[config.mk]
export PLATFORM = sky130hd
export DESIGN_NAME = acc_prog_sequencer_flat
export DESIGN_NICKNAME = d
export VERILOG_FILES = /design/src/rtl/acc_prog_sequencer_if.sv /design/src/rtl/acc_prog_sequencer.sv /design/src/flat_wrapper.sv
export SDC_FILE = /design/constraint.sdc
export NUM_CORES = 1
export LEC_CHECK = 0
export ABC_AREA = 1
export CORE_MARGIN = 1.5
export CORE_UTILIZATION = 51
export CTS_CLUSTER_DIAMETER = 150
export DETAILED_ROUTE_END_ITERATION = 10
export HOLD_SLACK_MARGIN = 0.05
export PLACE_DENSITY = 0.85
export SKIP_CTS_REPAIR_TIMING = 1
export SLEW_MARGIN = 20
export SYNTH_ARGS = -nofsm -noshare
export SYNTH_HDL_FRONTEND = slang
export SYNTH_SLANG_ARGS = --single-unit
[constraint.sdc]
create_clock -name clk -period 4.1 [get_ports clk]
set_input_delay 1.025 -clock clk [delete_from_list [all_inputs] [get_ports clk]]
set_output_delay 1.025 -clock clk [all_outputs]
set_load 0.005 [all_outputs]
[src/rtl/acc_prog_sequencer_if.sv]
// Host-to-sequencer program word stream (valid/ready, one 12-bit instruction per beat).
interface acc_prog_sequencer_if;
    logic        wr_valid;
    logic        wr_ready;
    logic [11:0] wr_data;
    logic        wr_last;

    modport master (output wr_valid, output wr_data, output wr_last, input wr_ready);
    modport slave  (input wr_valid, input wr_data, input wr_last, output wr_ready);
endinterface

[src/rtl/acc_prog_sequencer.sv]
// Loads a program into the accumulator CPU, runs it and captures AC when the PC passes the HALT.
// Optional RUN watchdog: define ACC_SEQ_WDOG_EN.
module acc_prog_sequencer #(
    parameter int MEM_DEPTH   = 10,
    parameter int WDOG_CYCLES = 64
) (
    input  logic                  clk,
    input  logic                  reset,
    input  logic                  load_start,
    acc_prog_sequencer_if.slave   wr,
    output logic                  cpu_reset,
    output logic                  cpu_we,
    output logic [3:0]            cpu_addr,
    output logic [11:0]           cpu_instr,
    input  logic [3:0]            cpu_pc,
    input  logic [7:0]            cpu_ac,
    output logic                  busy,
    output logic                  done,
    output logic [7:0]            result,
    output logic                  err,
    output logic                  timeout
);
    typedef enum logic [2:0] {S_IDLE, S_LOAD, S_APPEND, S_RUN, S_DONE} state_t;

    state_t      state_q;
    logic [3:0]  cnt_q, stop_pc_q, cpu_addr_q;
    logic        halt_seen_q, cpu_reset_q, cpu_we_q, wr_ready_q, busy_q, done_q, err_q;
    logic [11:0] cpu_instr_q;
    logic [7:0]  result_q;

    logic       beat, is_halt, halt_any, at_end, load_err;
    logic [3:0] cnt_inc;

    assign beat     = wr.wr_valid & wr_ready_q;
    assign is_halt  = (wr.wr_data[11:8] == 4'hA);
    assign halt_any = halt_seen_q | is_halt;
    assign at_end   = (cnt_q == 4'(MEM_DEPTH - 1));
    assign cnt_inc  = cnt_q + 4'd1;
    // A beat in the last slot is fatal unless it closes a program that already has its HALT.
    assign load_err = beat & at_end & ~(wr.wr_last & halt_any);

`ifdef ACC_SEQ_WDOG_EN
    logic [15:0] wdog_q;
    logic        timeout_q;
    assign timeout = timeout_q;
`else
    logic unused_wdog;
    assign unused_wdog = (WDOG_CYCLES != 0);
    assign timeout     = 1'b0;
`endif

    always_ff @(posedge clk or posedge reset) begin
        if (reset) begin
            state_q     <= S_IDLE;
            cnt_q       <= '0;
            stop_pc_q   <= '0;
            halt_seen_q <= 1'b0;
            cpu_reset_q <= 1'b1;
            cpu_we_q    <= 1'b0;
            cpu_addr_q  <= '0;
            cpu_instr_q <= '0;
            wr_ready_q  <= 1'b0;
            busy_q      <= 1'b0;
            done_q      <= 1'b0;
            result_q    <= '0;
            err_q       <= 1'b0;
`ifdef ACC_SEQ_WDOG_EN
            wdog_q      <= '0;
            timeout_q   <= 1'b0;
`endif
        end else begin
            case (state_q)
                S_IDLE, S_DONE: begin
                    cpu_we_q <= 1'b0;
                    if (load_start) begin
                        state_q     <= S_LOAD;
                        done_q      <= 1'b0;
                        err_q       <= 1'b0;
                        cnt_q       <= '0;
                        halt_seen_q <= 1'b0;
                        cpu_reset_q <= 1'b0;
                        wr_ready_q  <= 1'b1;
                        busy_q      <= 1'b1;
`ifdef ACC_SEQ_WDOG_EN
                        timeout_q   <= 1'b0;
                        wdog_q      <= '0;
`endif
                    end
                end
                S_LOAD: begin
                    cpu_we_q <= 1'b0;
                    if (load_err) begin
                        // The offending word is dropped: writing it would overlap cpu_reset.
                        state_q     <= S_DONE;
                        err_q       <= 1'b1;
                        done_q      <= 1'b1;
                        busy_q      <= 1'b0;
                        cpu_reset_q <= 1'b1;
                        wr_ready_q  <= 1'b0;
                    end else if (beat) begin
                        cpu_we_q    <= 1'b1;
                        cpu_addr_q  <= cnt_q;
                        cpu_instr_q <= wr.wr_data;
                        cnt_q       <= cnt_inc;
                        if (is_halt && !halt_seen_q) begin
                            halt_seen_q <= 1'b1;
                            stop_pc_q   <= cnt_inc;
                        end
                        if (wr.wr_last) begin
                            wr_ready_q <= 1'b0;
                            state_q    <= halt_any ? S_RUN : S_APPEND;
                        end
                    end
                end
                S_APPEND: begin
                    cpu_we_q    <= 1'b1;
                    cpu_addr_q  <= cnt_q;
                    cpu_instr_q <= 12'hA00;
                    stop_pc_q   <= cnt_inc;
                    state_q     <= S_RUN;
                end
                S_RUN: begin
                    cpu_we_q <= 1'b0;
                    // While the final write is still on the port the CPU has not restarted from 0.
                    if (!cpu_we_q && cpu_pc == stop_pc_q) begin
                        result_q    <= cpu_ac;
                        done_q      <= 1'b1;
                        busy_q      <= 1'b0;
                        cpu_reset_q <= 1'b1;
                        state_q     <= S_DONE;
                    end
`ifdef ACC_SEQ_WDOG_EN
                    else if (wdog_q == 16'(WDOG_CYCLES - 1)) begin
                        result_q    <= cpu_ac;
                        timeout_q   <= 1'b1;
                        done_q      <= 1'b1;
                        busy_q      <= 1'b0;
                        cpu_reset_q <= 1'b1;
                        state_q     <= S_DONE;
                    end else begin
                        wdog_q <= wdog_q + 16'd1;
                    end
`endif
                end
                default: state_q <= S_IDLE;
            endcase
        end
    end

    assign wr.wr_ready = wr_ready_q;
    assign cpu_reset   = cpu_reset_q;
    assign cpu_we      = cpu_we_q;
    assign cpu_addr    = cpu_addr_q;
    assign cpu_instr   = cpu_instr_q;
    assign busy        = busy_q;
    assign done        = done_q;
    assign result      = result_q;
    assign err         = err_q;
endmodule

[src/flat_wrapper.sv]
// flat-port wrapper written by rule: the top's interface ports become plain ports
module acc_prog_sequencer_flat 
#(
    parameter int MEM_DEPTH   = 10,
    parameter int WDOG_CYCLES = 64
)
  (clk, reset, load_start, cpu_reset, cpu_we, cpu_addr, cpu_instr, cpu_pc, cpu_ac, busy, done, result, err, timeout, wr_wr_valid, wr_wr_data, wr_wr_last, wr_wr_ready);
  acc_prog_sequencer_if wr_i ();
  input  logic clk;
  input  logic reset;
  input  logic load_start;
  output logic cpu_reset;
  output logic cpu_we;
  output logic [3:0] cpu_addr;
  output logic [11:0] cpu_instr;
  input  logic [3:0] cpu_pc;
  input  logic [7:0] cpu_ac;
  output logic busy;
  output logic done;
  output logic [7:0] result;
  output logic err;
  output logic timeout;
  input wire logic [$bits(wr_i.wr_valid)-1:0] wr_wr_valid;
  input wire logic [$bits(wr_i.wr_data)-1:0] wr_wr_data;
  input wire logic [$bits(wr_i.wr_last)-1:0] wr_wr_last;
  output wire logic [$bits(wr_i.wr_ready)-1:0] wr_wr_ready;
  assign wr_i.wr_valid = wr_wr_valid;
  assign wr_i.wr_data = wr_wr_data;
  assign wr_i.wr_last = wr_wr_last;
  assign wr_wr_ready = wr_i.wr_ready;
  acc_prog_sequencer #(.MEM_DEPTH(MEM_DEPTH), .WDOG_CYCLES(WDOG_CYCLES)) u_core (.clk(clk), .reset(reset), .load_start(load_start), .wr(wr_i), .cpu_reset(cpu_reset), .cpu_we(cpu_we), .cpu_addr(cpu_addr), .cpu_instr(cpu_instr), .cpu_pc(cpu_pc), .cpu_ac(cpu_ac), .busy(busy), .done(done), .result(result), .err(err), .timeout(timeout));
endmodule
==> results.md, run 1 <==
Drt:
- The average wire per standard cell is 12.0 microns.
- The top metal layer carrying routed signals is met4.
- The first routing iteration left 117 violations.
- The routed wire length on met3 is 158 microns.
- The remaining routing DRC violations is 0.
- The routed metal-1 wirelength is 1890 microns.
- The total wire length after detailed routing is 4390 microns.
- The first-pass iteration count of the detailed router is 5.
- Summed over all nets, wire length on met2 after detailed routing comes to 2270 microns.
- The final route contains 1729 vias.
- The count of nets left with antenna violations once routing finished came out at 0.
- The post-detailed-route via-to-cell ratio is 4.71.

Setup path:
- The worst flop-to-flop path startpoint is u_core.cnt_q[1]$_DFFE_PP0P_.
- The category of the worst setup path capture point is a register.
- The startpoint kind of the worst setup timing path is an input port.
- The worst-path cell with the longest stage delay is sky130_fd_sc_hd__clkdlybuf4s50_1.
- The worst setup path startpoint is cpu_pc[1].
- By startpoint and endpoint, the worst setup path is classified as input port to register.
- The kind of cell adding the most delay to the critical path is simple AND/OR/NAND/NOR gates.
- Traced cell by cell, the critical path runs through clkdlybuf4s50_1 -> inv_1 -> nand2_1 -> nand2_1 -> nor2_1 -> nand4_4 -> nand2_1 -> nand2_1 -> nand2_1 -> nand2_1.
- In this run the worst path has a maximum fanout of 17.
- STA puts the critical path data arrival time at 2.56 ns.
- On the worst path, the slowest cell contributes a delay of 0.48 ns.
- The most frequent cell on the critical path is sky130_fd_sc_hd__nand2_1.
- The number of buffers and inverters on the critical path is 2.
- For the worst setup path, the data required time is 4.28 ns.

STA:
- The number of max-slew violations in the final report was 0.
- The worst path in the final design needs a cycle of 2.38 ns, including I/O delays and setup.
- The final-report hold violation count is 0.
- Setup violations remaining at the end of the flow were counted as 0.
- In this run the tightest slew margin relative to its limit is 51.1%.
- Setup repair after global routing left no endpoint under its margin.
- Static timing analysis puts the maximum clock frequency at 420 MHz.
- The share of the cycle needed by the critical path after routing is 58.1%.
- At the pin with the least slew margin, the transition time is 0.732 ns.
- Between clock sinks in the finished design, the worst skew comes to 0.00370 ns.
- The post-route setup TNS is 0 ns.

Cells and area:
- The library cells used most frequently in the layout, excluding fill and tap cells, are sky130_fd_sc_hd__nand2_1 (106), sky130_fd_sc_hd__clkdlybuf4s50_1 (58), sky130_fd_sc_hd__dfrtp_1 (41).
- The fraction of layout cells with a size suffix above 1 is 11.4%.
- At the end of the flow, the number of nets in the layout was 348.
- The filler cells instantiated in the layout total 310.
- The most common library cell in the layout ignoring fill and taps is sky130_fd_sc_hd__nand2_1.
- The area of all sequential standard cells is 1050 sq um.
- The area growth from synthesis to layout is 32.6%.
- The multi-input logic area is 846 sq um.
- The total inserted antenna cells is 0.
- The final standard cell count with taps included and fillers excluded is 367.

Global route:
- The maximum number of pins on one net before global-route repair is 24.
- The total track usage is 22.0%.
- The number of global-route vias before repair is 1637.
- The wire length of the first global-routing pass is 7290 microns.
- Global routing finished with a remaining overflow of 0.
- The initial antenna violation count is 0.

Placement:
- In this run the tool buffered the top-level ports with 58 buffer cells.
- The congestion estimate from routability-driven global placement came to 0.901.
- The total half-perimeter wirelength after legalization and detailed placement is 3450 microns.
- The number of placed instances, taps included is 360.

Yosys:
- During synthesis, Yosys emitted a total of 0 warnings.
- The synthesized design contains 42 register bits.
- The sequential share of the synthesized area is 50.3%.
- The cell area that synthesis handed to floorplanning was 2090 sq um.
- The number of different library cells used by synthesis comes to 27.
- Synthesis produced 256 cells.
- A synthesized cell averages 8.17 sq um.
- The total nets after synthesis is 287.

Worst hold path:
- The class of the tightest hold or removal check is register to register.
- The worst hold path begins at u_core.cpu_reset$_DFFE_PP1P_.

Floorplan:
- The boundary pin count is 60.
- The die footprint is 4490 sq um.
- The total area inside the core boundary comes to 3970 sq um.
- The initial core utilization is 52.6%.
- The die width is 67.0 microns.
- The floorplan has 23 rows.
- The die is 67.0 microns tall.

Run:
- The reported max-cap violation count is 0.

Clocking:
- The CTS root buffer is sky130_fd_sc_hd__clkbuf_8.
- Clock-pin slew was measured on the worst setup and hold paths at 0.07 ns.
- The total CTS buffers is 5.
- The number of H-tree branching levels is 2.
- The clock reaches the later pin of the worst-skew pair after 0.29 ns.
- The clock tree from TritonCTS is yes.
- The largest buffer count on any clock path is 2.
- CTS saw 42 sinks.

Power and ir drop:
- The ratio of total power to cell area is 588 nW/um^2.
- Across the VDD grid, the largest voltage drop is 0.000342 V.
- Power comes to 1.63 mW.
- The cell leakage power is 1.43 nW.

Status:
- The run finished with clean final reports.
==> sequential cells by signal, indices dropped and copies added (netlist names) <==
name                cells
u_core.result           8
u_core.state_q          3
u_core.cpu_we           1
u_core.done             1
u_core.stop_pc_q        4
u_core.wr.wr_ready      1
u_core.cnt_q            4
u_core.cpu_addr         4
u_core.cpu_reset        1
u_core.err              1
u_core.halt_seen_q      1
u_core.cpu_instr       12
u_core.busy             1
==> power breakdown <==
group | switching, mW | leakage, nW | total (mW) | internal, mW
combinational | 0.407 | 0.838 | 0.746 | 0.339
clock | 0.132 | 0.0373 | 0.249 | 0.117
sequential | 0.0883 | 0.554 | 0.634 | 0.546
==> worst paths after layout <==
| path | to | slack, ns | cells past startpoint |
|---|---|---|---|
| min in group asynchronous | u_core.result[3]$_DFFE_PP0P_ | 1.15 | 2 |
| setup reg to reg | u_core.cpu_instr[11]$_DFFE_PP0P_ | 2.35 | 9 |
| hold / removal | u_core.cpu_reset$_DFFE_PP1P_ | 0.48 | 2 |
| max in group asynchronous | u_core.cpu_reset$_DFFE_PP1P_ | 2.24 | 3 |
| hold reg to reg | u_core.cpu_reset$_DFFE_PP1P_ | 0.48 | 2 |
| setup / recovery | u_core.done$_DFFE_PP0P_ | 1.72 | 10 |
==> worst reg2reg max path, stage by stage, from the launching register on <==
cell,delay [ns]
sky130_fd_sc_hd__dfrtp_1,0.41
sky130_fd_sc_hd__inv_1,0.11
sky130_fd_sc_hd__ha_1,0.15
sky130_fd_sc_hd__nand3_1,0.11
sky130_fd_sc_hd__nor2_2,0.24
sky130_fd_sc_hd__nand3_4,0.12
sky130_fd_sc_hd__nand2_4,0.25
sky130_fd_sc_hd__inv_2,0.08
sky130_fd_sc_hd__o21ai_0,0.10
sky130_fd_sc_hd__nand2_1,0.07
==> layout make-up <==
type | instances | share of cell area (%)
clock buffers | 6 | 2.62
clock inverters | 1 | 0.271
inverters | 36 | 4.88
multi-input cells | 172 | 30.5
flip-flops and latches | 42 | 38.0
well taps | 50 | 2.26
repair buffers | 60 | 21.5
==> layer usage <==
layer	GRT usage (%)	vias to the layer above
met5	0	-
met2	37.3	39
met3	4.56	4
met4	7.65	0
li1	-	894
met1	27.7	792
==> stage by stage <==
| step | util (%) | setup slack (ns) | hold WS [ns] | area (sq um) |
|---|---|---|---|---|
| detailed placement | 67.8 | 1.41 | 0.462 | 2690 |
| global route | 69.8 | 1.58 | 0.507 | 2770 |
| global placement | 67.8 | 1.50 | 0.456 | 2690 |
| CTS | 69.8 | 1.71 | 0.477 | 2770 |
| finish | 69.8 | 1.72 | 0.475 | 2770 |
| floorplan | - | 2.10 | 0.442 | 2090 |
==> logic make-up (layout without fill, tap and decap cells) <==
family          Yosys count  in the layout  synth area share (%)
compound gates           23             23                  7.06
buf+inv                  42            103                  9.22
simple gates            143            143                  30.8
xor+xnor                  3              3                  1.26
other cells               1              1                 0.179
flops                    42             42                  50.3
fa+ha+maj                 2              2                  1.20
==> synthesized netlist by cell type, drive strengths merged <==
master	number	area share, %
nor2	15	3.8
nand2	116	23
o21ai	16	5.1
buf	6	2.8
conb	1	0.18
ha	2	1.2
a21oi	6	1.6
dfstp	1	1.3
inv	36	6.5
nand4	1	1.0
dfrtp	41	49
xnor2	1	0.42
o31ai	1	0.36
nand3	11	3.2
xor2	2	0.84
Note: power is estimated with default switching activity, not from simulation.
==> inputs of run 2 (changes only) <==
Settings changed: CORE_UTILIZATION 51 to 43, PLACE_DENSITY 0.85 to 0.76.
Clock period 4.1 ns to 2.1 ns, I/O delays scaled along.
==> run 2 against run 1 <==
Via count shrank 0.40%. First-iteration DRC count is 36% lower. Wire length shrank 4.0%. Total power is 100% higher. Sequential power grew 96%. Non-clock buffer count up 2. Register-to-register slack lost 1.9 ns. Worst setup slack worse by 1.5 ns. Clock power increased by 110%. Global-route usage is 4.2 points lower. Critical path depth down 9. Sequential cell count is the same. Largest power group unchanged.
==> results.md, run 2 (synthesized netlist as in run 1, its figures left out) <==
Status:
- The run finished with clean final reports.

Setup path:
- Walking the worst path, the cells encountered are clkdlybuf4s50_1.
- The worst flop-to-flop path startpoint is u_core.cnt_q[1]$_DFFE_PP0P_.
- The worst setup path is launched from a register.
- The category of the worst setup path capture point is a primary output.
- The critical path is of the register to primary output type.
- The data arrival time of the worst path came to 1.31 ns (-1.25 ns).
- Tracing the worst setup path back leads to its startpoint at u_core.cpu_reset$_DFFE_PP1P_.
- The count of buffering cells on the critical path with inverters included is 1 (-1).
- The data required time at the worst endpoint is 1.57 ns (-2.71 ns).
- The worst-path maximum fanout was 2 (-15).
- The peak per-stage delay on the critical path is 0.53 ns (+0.05 ns).
- The kind of cell adding the most delay to the critical path is flip-flops.
- The largest individual stage delay along the critical path comes from the cell sky130_fd_sc_hd__dfstp_2.

Drt:
- The iteration-0 DRC count of the detailed router is 75 (-36%).
- The first-pass iteration count of the detailed router is 4 (-1).
- The remaining antenna violation count after routing came to 0 (unchanged).
- The average wire per standard cell is 11.3 microns (-5.8%).
- The remaining routing DRC violations is 0 (unchanged).
- The post-detailed-route via-to-cell ratio is 4.60 (-2.3%).
- The total wire length after detailed routing was 4210 microns (-4.0%).
- The total number of vias is 1722 (-0.40%).

Cells and area:
- Leaving out fill and tap cells, the most frequent cells in the layout are sky130_fd_sc_hd__nand2_1 (106), sky130_fd_sc_hd__clkdlybuf4s50_1 (58), sky130_fd_sc_hd__dfrtp_1 (41).
- The total inserted antenna cells is 0 (unchanged).
- The multi-input logic area is 846 sq um (unchanged).
- The final net count was 350 (+0.57%).
- The final standard cell count with taps included and fillers excluded is 374 (+1.9%).
- The utilization after layout is 60.3% (-9.5 points).
- The total of fill cells in the finished design is 410 (+32%).
- The area growth from synthesis to layout is 35.2%.
- The area of all sequential standard cells is 1050 sq um (unchanged).
- The number of flip-flops in the largest register is 12 (unchanged).
- The most common library cell in the layout ignoring fill and taps is sky130_fd_sc_hd__nand2_1.
- The fraction of layout cells with a size suffix above 1 was 12.2% (+0.83 points).

STA:
- The final-report hold violation count is 0 (unchanged).
- The post-route setup TNS came to 0 ns (unchanged).
- The maximum clock rate is 544 MHz.
- The number of max-slew violations in the final report is 0 (unchanged).
- The post-layout minimum cycle time is 1.84 ns.
- Setup repair after global routing left no endpoint under its margin.
- In the finished design, the share of the clock period the worst path needs comes to 87.6%.
- The least setup slack across all paths after layout is 0.260 ns (-1.46 ns).
- The count of endpoints failing setup in the final report is 0 (unchanged).
- The final setup skew is 0.00215 ns (-0.00155 ns).

Clocking:
- CTS placed an instance of sky130_fd_sc_hd__clkbuf_8 at the clock tree root.
- The number of H-tree branching levels is 2 (unchanged).
- The insertion delay of the later-clocked pin in the worst-skew pair was 0.29 ns (about the same).
- The total clock sinks came to 42 (unchanged).
- The total CTS buffers is 5 (unchanged).
- TritonCTS built the clock tree.
- The clock slew seen by the registers of the worst setup and hold paths is 0.07 ns (about the same).
- The largest buffer count on any clock path came to 2 (unchanged).

Power and ir drop:
- The net switching power of the design is 1.22 mW (+94%).
- The ratio of total power to cell area came to 1150 nW/um^2 (+96%).
- The power share of the clock group is 16.1% (+0.8 points).
- The combinational power share is 45.9% (about the same).
- The sequential group share of total power came to 38.0% (-0.9 points).
- The switching part of the total was 37.4% (-1.1 points).
- The worst IR drop on VDD came to 0.000592 V (+73%).
- The cell leakage power is 1.46 nW (+2.1%).
- The total power is 3.25 mW (+100%).
- The total internal power is 2.04 mW (+100%).

Worst hold path:
- The class of the tightest hold or removal check is register to register.
- The startpoint identified for the worst hold timing path is u_core.cpu_reset$_DFFE_PP1P_.

Global route:
- The wire length of the first global-routing pass is 7320 microns (+0.47%).
- The sum of overflow across all layers after global routing is 0 (unchanged).
- The initial antenna violation count was 0 (unchanged).
- The maximum number of pins on one net before global-route repair was 43 (+79%).
- The total track usage is 17.8% (-4.2 points).
- The number of global-route vias before repair came to 1679 (+2.6%).

Floorplan:
- The die footprint was 5290 sq um (+18%).
- The core box area is 4690 sq um (+18%).
- The boundary pin count came to 60 (unchanged).
- The initial core utilization is 44.6% (-8.1 points).
- The row count is 25 (+8.7%).
- The die boundary height is 72.7 microns (+8.5%).
- The die width is 72.7 microns (+8.5%).

Placement:
- The count of port buffers added during placement is 58 (unchanged).
- The worst-case setup slack after placement came to 0.0339 ns (-1.37 ns).
- The total half-perimeter wirelength after legalization and detailed placement came to 3260 microns (-5.6%).
- The final RePlAce weighted congestion is 0.821 (-8.9%).
- The number of placed instances, taps included came to 366 (+1.7%).

Run:
- The reported max-cap violation count was 0 (unchanged).
## run 2: area by class of cell
type	count	share of cell area, %
repair buffers	62	22.5
clock buffers	7	3.05
multi-input cells	172	29.9
flip-flops and latches	42	37.2
clock inverters	1	0.177
well taps	54	2.39
inverters	36	4.78
## run 2: final timing paths
check                      slack (ns)                             to  depth (start not counted)
max                              0.26                      cpu_reset                          1
min                              0.47   u_core.cpu_reset$_DFFE_PP1P_                          2
max reg2reg                      0.46  u_core.state_q[2]$_DFFE_PP0P_                          9
min reg2reg                      0.47   u_core.cpu_reset$_DFFE_PP1P_                          2
max in group asynchronous        1.27   u_core.cpu_reset$_DFFE_PP1P_                          3
min in group asynchronous        0.57    u_core.cnt_q[3]$_DFFE_PP0P_                          3
## run 2: power by group through the flow
stage	Sequential, mW	Clock (mW)	Combinational [mW]
2_1_floorplan	1.25	0	0.907
3_3_place_gp	1.25	0	1.47
3_5_place_dp	1.25	0	1.50
4_1_cts	1.24	0.543	1.51
5_1_grt	1.27	0.574	1.67
6_report	1.24	0.523	1.49
## run 2: per-stage QoR
stage                     area (sq um)  hold WS (ns)
after CTS                         2830         0.469
after global routing              2830         0.493
final                             2830         0.470
after floorplan                   2090         0.442
after detailed placement          2740         0.459
after global placement            2740         0.455
## run 2: layer usage
metal  vias to the layer above  GRT usage (%)  part of all wire [%]
li1                        901              -                     -
met1                       774           21.8                    43
met2                        40           30.7                    50
met3                         7           4.14                   4.2
met4                         0           6.29                   1.9
met5                         -              0                     0
